==> src/rtl/display_scan_if.sv <==
// ============================================================================
//  Module   : display_scan_if
//  Brief    : Code/control inputs and scan outputs of the multiplexed display.
//  Revision : 1.0
// ============================================================================
`default_nettype none

interface display_scan_if #(
  parameter int DIGITS = 8,
  parameter int CODE_W = 5
);
  localparam int NUM_W = $clog2(DIGITS);

  logic                     load;
  logic [DIGITS*CODE_W-1:0] dig_in;
  logic [DIGITS-1:0]        blank_in;
  logic [DIGITS-1:0]        blink_in;
  logic [3:0]               bright;
  logic [DIGITS-1:0]        an;
  logic [CODE_W-1:0]        code;
  logic [NUM_W-1:0]         num;
  logic                     frame_done;

  modport master (
    output load, dig_in, blank_in, blink_in, bright,
    input  an, code, num, frame_done
  );

  modport slave (
    input  load, dig_in, blank_in, blink_in, bright,
    output an, code, num, frame_done
  );
endinterface

`default_nettype wire

==> src/rtl/display_scan.sv <==
// ============================================================================
//  Module   : display_scan
//  Brief    : Double-buffered common-anode 7-segment scanner with blanking,
//             blinking, PWM brightness and one dead cycle per slot.
//  Revision : 1.0
// ============================================================================
`default_nettype none

module display_scan #(
  parameter int DIGITS       = 8,
  parameter int CODE_W       = 5,
  parameter int SCAN_DIV     = 1024,
  parameter int BLINK_FRAMES = 64
) (
  input  logic          clk,
  input  logic          rst_n,
  display_scan_if.slave bus
);

  localparam int NUM_W = $clog2(DIGITS);
  localparam int DIV_W = $clog2(SCAN_DIV);
  localparam int TH_W  = DIV_W + 1;
  localparam int FRM_W = (BLINK_FRAMES > 1) ? $clog2(BLINK_FRAMES) : 1;

  localparam logic [DIV_W-1:0] c_DIV_LAST = DIV_W'(SCAN_DIV - 1);
  localparam logic [NUM_W-1:0] c_IDX_LAST = NUM_W'(DIGITS - 1);
  localparam logic [FRM_W-1:0] c_FRM_LAST = FRM_W'(BLINK_FRAMES - 1);
  localparam logic [TH_W-1:0]  c_STEP     = TH_W'(SCAN_DIV / 16);

  // Scan timing state
  logic [DIV_W-1:0] r_div_cnt;
  logic [NUM_W-1:0] r_idx;
  logic [FRM_W-1:0] r_frm_cnt;
  logic             r_blink_ph;
  logic [3:0]       r_bright_s;

  // Shadow / active register banks
  logic                     r_pending;
  logic [DIGITS*CODE_W-1:0] r_sh_code;
  logic [DIGITS-1:0]        r_sh_blank;
  logic [DIGITS-1:0]        r_sh_blink;
  logic [DIGITS*CODE_W-1:0] r_act_code;
  logic [DIGITS-1:0]        r_act_blank;
  logic [DIGITS-1:0]        r_act_blink;

  // Registered outputs
  logic [DIGITS-1:0] r_an;
  logic [CODE_W-1:0] r_code;
  logic [NUM_W-1:0]  r_num;
  logic              r_frame_done;

  logic              w_slot_end;
  logic              w_frame_end;
  logic [TH_W-1:0]   w_thresh;
  logic              w_lit;
  logic [CODE_W-1:0] w_cur_code;
  logic [DIGITS-1:0] w_an_lit;

  always_comb begin
    w_slot_end  = (r_div_cnt == c_DIV_LAST);
    w_frame_end = w_slot_end && (r_idx == c_IDX_LAST);
    w_thresh    = (TH_W'(r_bright_s) + TH_W'(1)) * c_STEP;
    w_lit       = !r_act_blank[r_idx]
                  && !(r_act_blink[r_idx] && r_blink_ph)
                  && (r_div_cnt != '0)
                  && ({1'b0, r_div_cnt} < w_thresh);
    w_an_lit    = ~(DIGITS'(1) << r_idx);
    w_cur_code  = '0;
    for (int k = 0; k < DIGITS; k++) begin
      if (r_idx == NUM_W'(k)) begin
        w_cur_code = r_act_code[k*CODE_W +: CODE_W];
      end
    end
  end

  // Prescaler, slot index, blink frame counter and per-slot brightness sample
  always_ff @(posedge clk or negedge rst_n) begin
    if (!rst_n) begin
      r_div_cnt  <= '0;
      r_idx      <= '0;
      r_frm_cnt  <= '0;
      r_blink_ph <= 1'b0;
      r_bright_s <= '0;
    end else begin
      if (r_div_cnt == '0) begin
        r_bright_s <= bus.bright;
      end
      if (w_slot_end) begin
        r_div_cnt <= '0;
        r_idx     <= (r_idx == c_IDX_LAST) ? '0 : r_idx + NUM_W'(1);
      end else begin
        r_div_cnt <= r_div_cnt + DIV_W'(1);
      end
      if (w_frame_end) begin
        if (r_frm_cnt == c_FRM_LAST) begin
          r_frm_cnt  <= '0;
          r_blink_ph <= ~r_blink_ph;
        end else begin
          r_frm_cnt <= r_frm_cnt + FRM_W'(1);
        end
      end
    end
  end

  // Active bank only changes on the frame boundary so a frame never mixes data;
  // a load on the boundary itself bypasses the shadow.
  always_ff @(posedge clk or negedge rst_n) begin
    if (!rst_n) begin
      r_pending   <= 1'b0;
      r_sh_code   <= '0;
      r_sh_blank  <= '1;
      r_sh_blink  <= '0;
      r_act_code  <= '0;
      r_act_blank <= '1;
      r_act_blink <= '0;
    end else begin
      if (bus.load) begin
        r_sh_code  <= bus.dig_in;
        r_sh_blank <= bus.blank_in;
        r_sh_blink <= bus.blink_in;
      end
      if (w_frame_end) begin
        r_pending <= 1'b0;
        if (bus.load) begin
          r_act_code  <= bus.dig_in;
          r_act_blank <= bus.blank_in;
          r_act_blink <= bus.blink_in;
        end else if (r_pending) begin
          r_act_code  <= r_sh_code;
          r_act_blank <= r_sh_blank;
          r_act_blink <= r_sh_blink;
        end
      end else if (bus.load) begin
        r_pending <= 1'b1;
      end
    end
  end

  always_ff @(posedge clk or negedge rst_n) begin
    if (!rst_n) begin
      r_an         <= '1;
      r_code       <= '0;
      r_num        <= '0;
      r_frame_done <= 1'b0;
    end else begin
      r_an         <= w_lit ? w_an_lit : '1;
      r_code       <= w_lit ? w_cur_code : '0;
      r_num        <= r_idx;
      r_frame_done <= w_frame_end;
    end
  end

  assign bus.an         = r_an;
  assign bus.code       = r_code;
  assign bus.num        = r_num;
  assign bus.frame_done = r_frame_done;

endmodule

`default_nettype wire

==> src/flat_wrapper.sv <==
// flat-port wrapper written by rule: the top's interface ports become plain ports
module display_scan_flat 
#(
  parameter int DIGITS       = 8,
  parameter int CODE_W       = 5,
  parameter int SCAN_DIV     = 1024,
  parameter int BLINK_FRAMES = 64
)
  (clk, rst_n, bus_load, bus_dig_in, bus_blank_in, bus_blink_in, bus_bright, bus_an, bus_code, bus_num, bus_frame_done);
  display_scan_if #(.DIGITS(DIGITS), .CODE_W(CODE_W)) bus_i ();
  input  logic clk;
  input  logic rst_n;
  input wire logic [$bits(bus_i.load)-1:0] bus_load;
  input wire logic [$bits(bus_i.dig_in)-1:0] bus_dig_in;
  input wire logic [$bits(bus_i.blank_in)-1:0] bus_blank_in;
  input wire logic [$bits(bus_i.blink_in)-1:0] bus_blink_in;
  input wire logic [$bits(bus_i.bright)-1:0] bus_bright;
  output wire logic [$bits(bus_i.an)-1:0] bus_an;
  output wire logic [$bits(bus_i.code)-1:0] bus_code;
  output wire logic [$bits(bus_i.num)-1:0] bus_num;
  output wire logic [$bits(bus_i.frame_done)-1:0] bus_frame_done;
  assign bus_i.load = bus_load;
  assign bus_i.dig_in = bus_dig_in;
  assign bus_i.blank_in = bus_blank_in;
  assign bus_i.blink_in = bus_blink_in;
  assign bus_i.bright = bus_bright;
  assign bus_an = bus_i.an;
  assign bus_code = bus_i.code;
  assign bus_num = bus_i.num;
  assign bus_frame_done = bus_i.frame_done;
  display_scan #(.DIGITS(DIGITS), .CODE_W(CODE_W), .SCAN_DIV(SCAN_DIV), .BLINK_FRAMES(BLINK_FRAMES)) u_core (.clk(clk), .rst_n(rst_n), .bus(bus_i));
endmodule
==> config.mk <==
export PLATFORM = sky130hd
export DESIGN_NAME = display_scan_flat
export DESIGN_NICKNAME = d
export VERILOG_FILES = /design/src/rtl/display_scan_if.sv /design/src/rtl/display_scan.sv /design/src/flat_wrapper.sv
export SDC_FILE = /design/constraint.sdc
export NUM_CORES = 1
export LEC_CHECK = 0
export CAP_MARGIN = 20
export CORE_MARGIN = 3
export CORE_UTILIZATION = 60
export DETAILED_ROUTE_END_ITERATION = 8
export PLACE_DENSITY = 0.85
export SLEW_MARGIN = 15
export SYNTH_ARGS = -nofsm -noshare
export SYNTH_HDL_FRONTEND = slang
export SYNTH_SLANG_ARGS = --single-unit
export TNS_END_PERCENT = 50
==> constraint.sdc <==
create_clock -name clk -period 3.6 [get_ports clk]
set_clock_uncertainty 0.1 [all_clocks]
set_input_delay 1.08 -clock clk [delete_from_list [all_inputs] [get_ports clk]]
set_output_delay 1.08 -clock clk [all_outputs]
set_load 0.05 [all_outputs]
==> results.md <==
- Status: finished, final reports clean
- Required @ worst endpoint: 2.42 ns
- Post-Syn Area per Cell: 13.3 um2
- Pwr/cell area: 460 nW/um2
- Crit Path Class: flop to primary output
- Ys Warns: 0
- Layout cells sized above 1: 32.2%
- Die Y: 111 um
- Final std cells w/o fill: 730
- Syn_nets: 575
- Register area: 3880 um2
- Die width: 111 um
- Ys async rst share: 100%
- RePlAce Congestion: 0.760
- Maximum vdd drop: 279 uV
- Reg2reg start: u_core.r_idx[1]$_DFFE_PN0N_
- Clock buffer count from CTS: 17
- Max-cap viol count: 0
- Clk slew on worst S/H paths: 0.06 ns
- Cells after Synth: 499
- Worst Tran Pin Value: 0.802 ns
- Post-synth EDFFs: 0
- Die ar.: 12400 um2
- # DRC: 0
- Worst setup EP type: primary output
- Syn-to-layout area delta: 21.9%
- RSZ-0062 raised after global routing: no
- CP max FO: 1
- Final-layout worst hold slack: 0.397 ns
- Synth unique cells: 45
- Initial Utilization: 62.9%
- Placed cells: 698
- Final Cycle Share: 83.9%
- First-pass GRT wire length: 24400 um
- Min-Delay Startpoint: u_core.r_sh_code[18]$_DFFE_PN0P_
- HP Class: flop to flop
- Leakage Power: 3.66 nW
- Hold buffer count at CTS: 0
- Clock buffer depth: 2
- N_diodes: 0
- Detail Placement HPWL: 9170 um
- Setup TNS: 0 ns
- Final setup viols: 0
- CTS Root Cell: clkbuf_8
- Crit path from: u_core.bus.an[7]$_DFF_PN1_
- Worst slack at placement: 0.795 ns
- Site Rows: 37
- Number of global-route vias before repair: 4726
- Post-Route WL: 14500 um
- Antenna-violating nets left: 0
- Main flop type after synthesis: dfrtp_1
- First-pass DRT Iterations: 4
- Worst setup margin: 0.579 ns
- Largest stage delay, worst path: 0.80 ns
- Pwr Total: 3.72 mW
- Finished Cell Area: 8090 um2
- # port buffers: 79
- Max-slew headroom: 46.5%
- DR vias/cell: 6.00
- Final Hold Fails: 0
- Wire per inst: 19.9 um
- Family with the most delay on the worst path: buffers and inverters
- Final core occ: 76.6%
- Worst-skew pair later-pin latency: 0.53 ns
- Grt total ovfl: 0
- GRT Overall Usage: 24.9%
- Critical Path AT: 1.84 ns
- F_max: 331 MHz
- Critical-path cell list: clkdlybuf4s50_1
- Largest net degree at the start of global routing: 81
- I/O pin cnt: 80
- CTS tree: yes
- Clock sink count: 154
- Setup Fix Bufs, Post-CTS: 0
- Final Critical Period: 3.02 ns
- CP Launch Type: flop
- Initial DRC count: 338
- Multi-input gate area: 2530 um2
- #FFs+latches synth: 154
- Vias: 4381
- Mapped Area: 6640 um2
- Post-CTS sizing: 0
- Fillers: 647
- Placed standard-cell area: 7530 um2
- # H-tree levels: 4
- CORE AREA: 10600 um2
- Seq/Total Area, Yosys: 58.5%
- Bufs and invs on worst path: 1
- Initial antenna violation count: 0
- Nets@finish: 657
- CP max stage cell: clkdlybuf4s50_1
- Slew Limit Fails: 0
==> where the power goes <==
part           internal [mW]  switching (mW)
sequential              1.80          0.0201
clock                  0.929           0.737
combinational          0.127           0.102
==> routing by layer <==
layer	vias to the layer above	wire length, um	GRT usage [%]
li1	1924	-	-
met1	2214	5550	30.0
met2	191	7620	43.2
met3	52	847	5.57
met4	0	477	10.5
met5	-	0	0
==> cell families after synthesis <==
family / Yosys count / synth area share (%)
flip-flops: 154 / 58.5
multiplexers: 122 / 21.2
AND/OR/NAND/NOR: 93 / 6.73
AO/OA/AOI/OAI: 62 / 6.18
buffers and inverters: 44 / 3.47
adder cells (fa/ha/maj): 13 / 2.45
XOR/XNOR: 11 / 1.45
==> state kept, by name, indices dropped and copies added, names as in the netlist <==
name                   cells
u_core.bus.an              8
u_core.bus.code            5
u_core.bus.frame_done      1
u_core.bus.num             3
u_core.r_act_blank         8
u_core.r_act_blink         8
u_core.r_act_code         40
u_core.r_blink_ph          1
u_core.r_bright_s          4
u_core.r_div_cnt          10
u_core.r_frm_cnt           6
u_core.r_idx               3
u_core.r_pending           1
u_core.r_sh_blank          8
u_core.r_sh_blink          8
u_core.r_sh_code          40
==> final cells by class <==
class / instances / share of cell area, %
Clock buffer: 17 / 5.12
Clock inverter: 15 / 1.78
Inverter: 18 / 0.835
Multi-Input combinational cell: 301 / 31.3
Sequential cell: 154 / 48.0
Tap cell: 136 / 2.10
Timing Repair Buffer: 89 / 10.8
==> placed cells by master, fill, tap and decap left out, drive strengths merged, types with 5 or more instances in the layout <==
master,Yosys,layout
dfrtp,130,130
or3,6,6
a211oi,5,5
clkinv,0,6
a21oi,10,10
clkdlybuf4s50,0,77
a21o,8,8
o21a,5,5
dfstp,24,24
ha,13,13
clkbuf,11,17
nand3,13,13
buf,13,12
o21ai,20,20
mux2,116,116
o211ai,5,5
nand2,46,46
xor2,5,5
inv,18,22
xnor2,6,6
nor2,7,7
==> Yosys cell counts (all sizes together), types with 2 or more instances <==
cell         count  area share [%]
nor2b            3            0.28
nor3             4            0.38
a21o             8            0.90
buf             13             1.6
nand3           13            0.98
a211oi           5            0.57
ha              13             2.5
dlygate4sd1      2            0.26
inv             18             1.0
or3              6            0.58
nor4             2            0.19
nor2             7            0.40
clkbuf          11            0.62
mux2           116              20
dfstp           24             9.5
a221oi           4            0.53
dfrtp          130              49
nand2           46             2.6
mux2i            3            0.45
o21a             5            0.57
and2             3            0.28
o21ai           20             1.5
xor2             5            0.66
and3             2            0.19
o211ai           5            0.57
nand4            4            0.47
mux4             3             1.1
a21oi           10            0.75
xnor2            6            0.79
==> final timing paths <==
kind	to	slack (ns)	depth (start not counted)
hold / removal	u_core.r_sh_code[18]$_DFFE_PN0P_	0.40	1
hold reg to reg	u_core.r_sh_code[18]$_DFFE_PN0P_	0.40	1
min in group asynchronous	u_core.r_sh_code[13]$_DFFE_PN0P_	0.45	1
max in group asynchronous	u_core.r_sh_blink[3]$_DFFE_PN0P_	2.10	2
setup reg to reg	u_core.bus.code[4]$_DFF_PN0_	0.90	7
setup / recovery	bus_an[7]	0.58	1
==> worst register-to-register path, stage by stage (launching register included) <==
cell      delay, ns
dfrtp_1        0.55
inv_1          0.20
ha_1           0.70
nand2_1        0.18
o211ai_1       0.17
o21ai_0        0.19
a221oi_1       0.34
o21a_1         0.20
No activity file was read; power rests on OpenSTA's default activity.
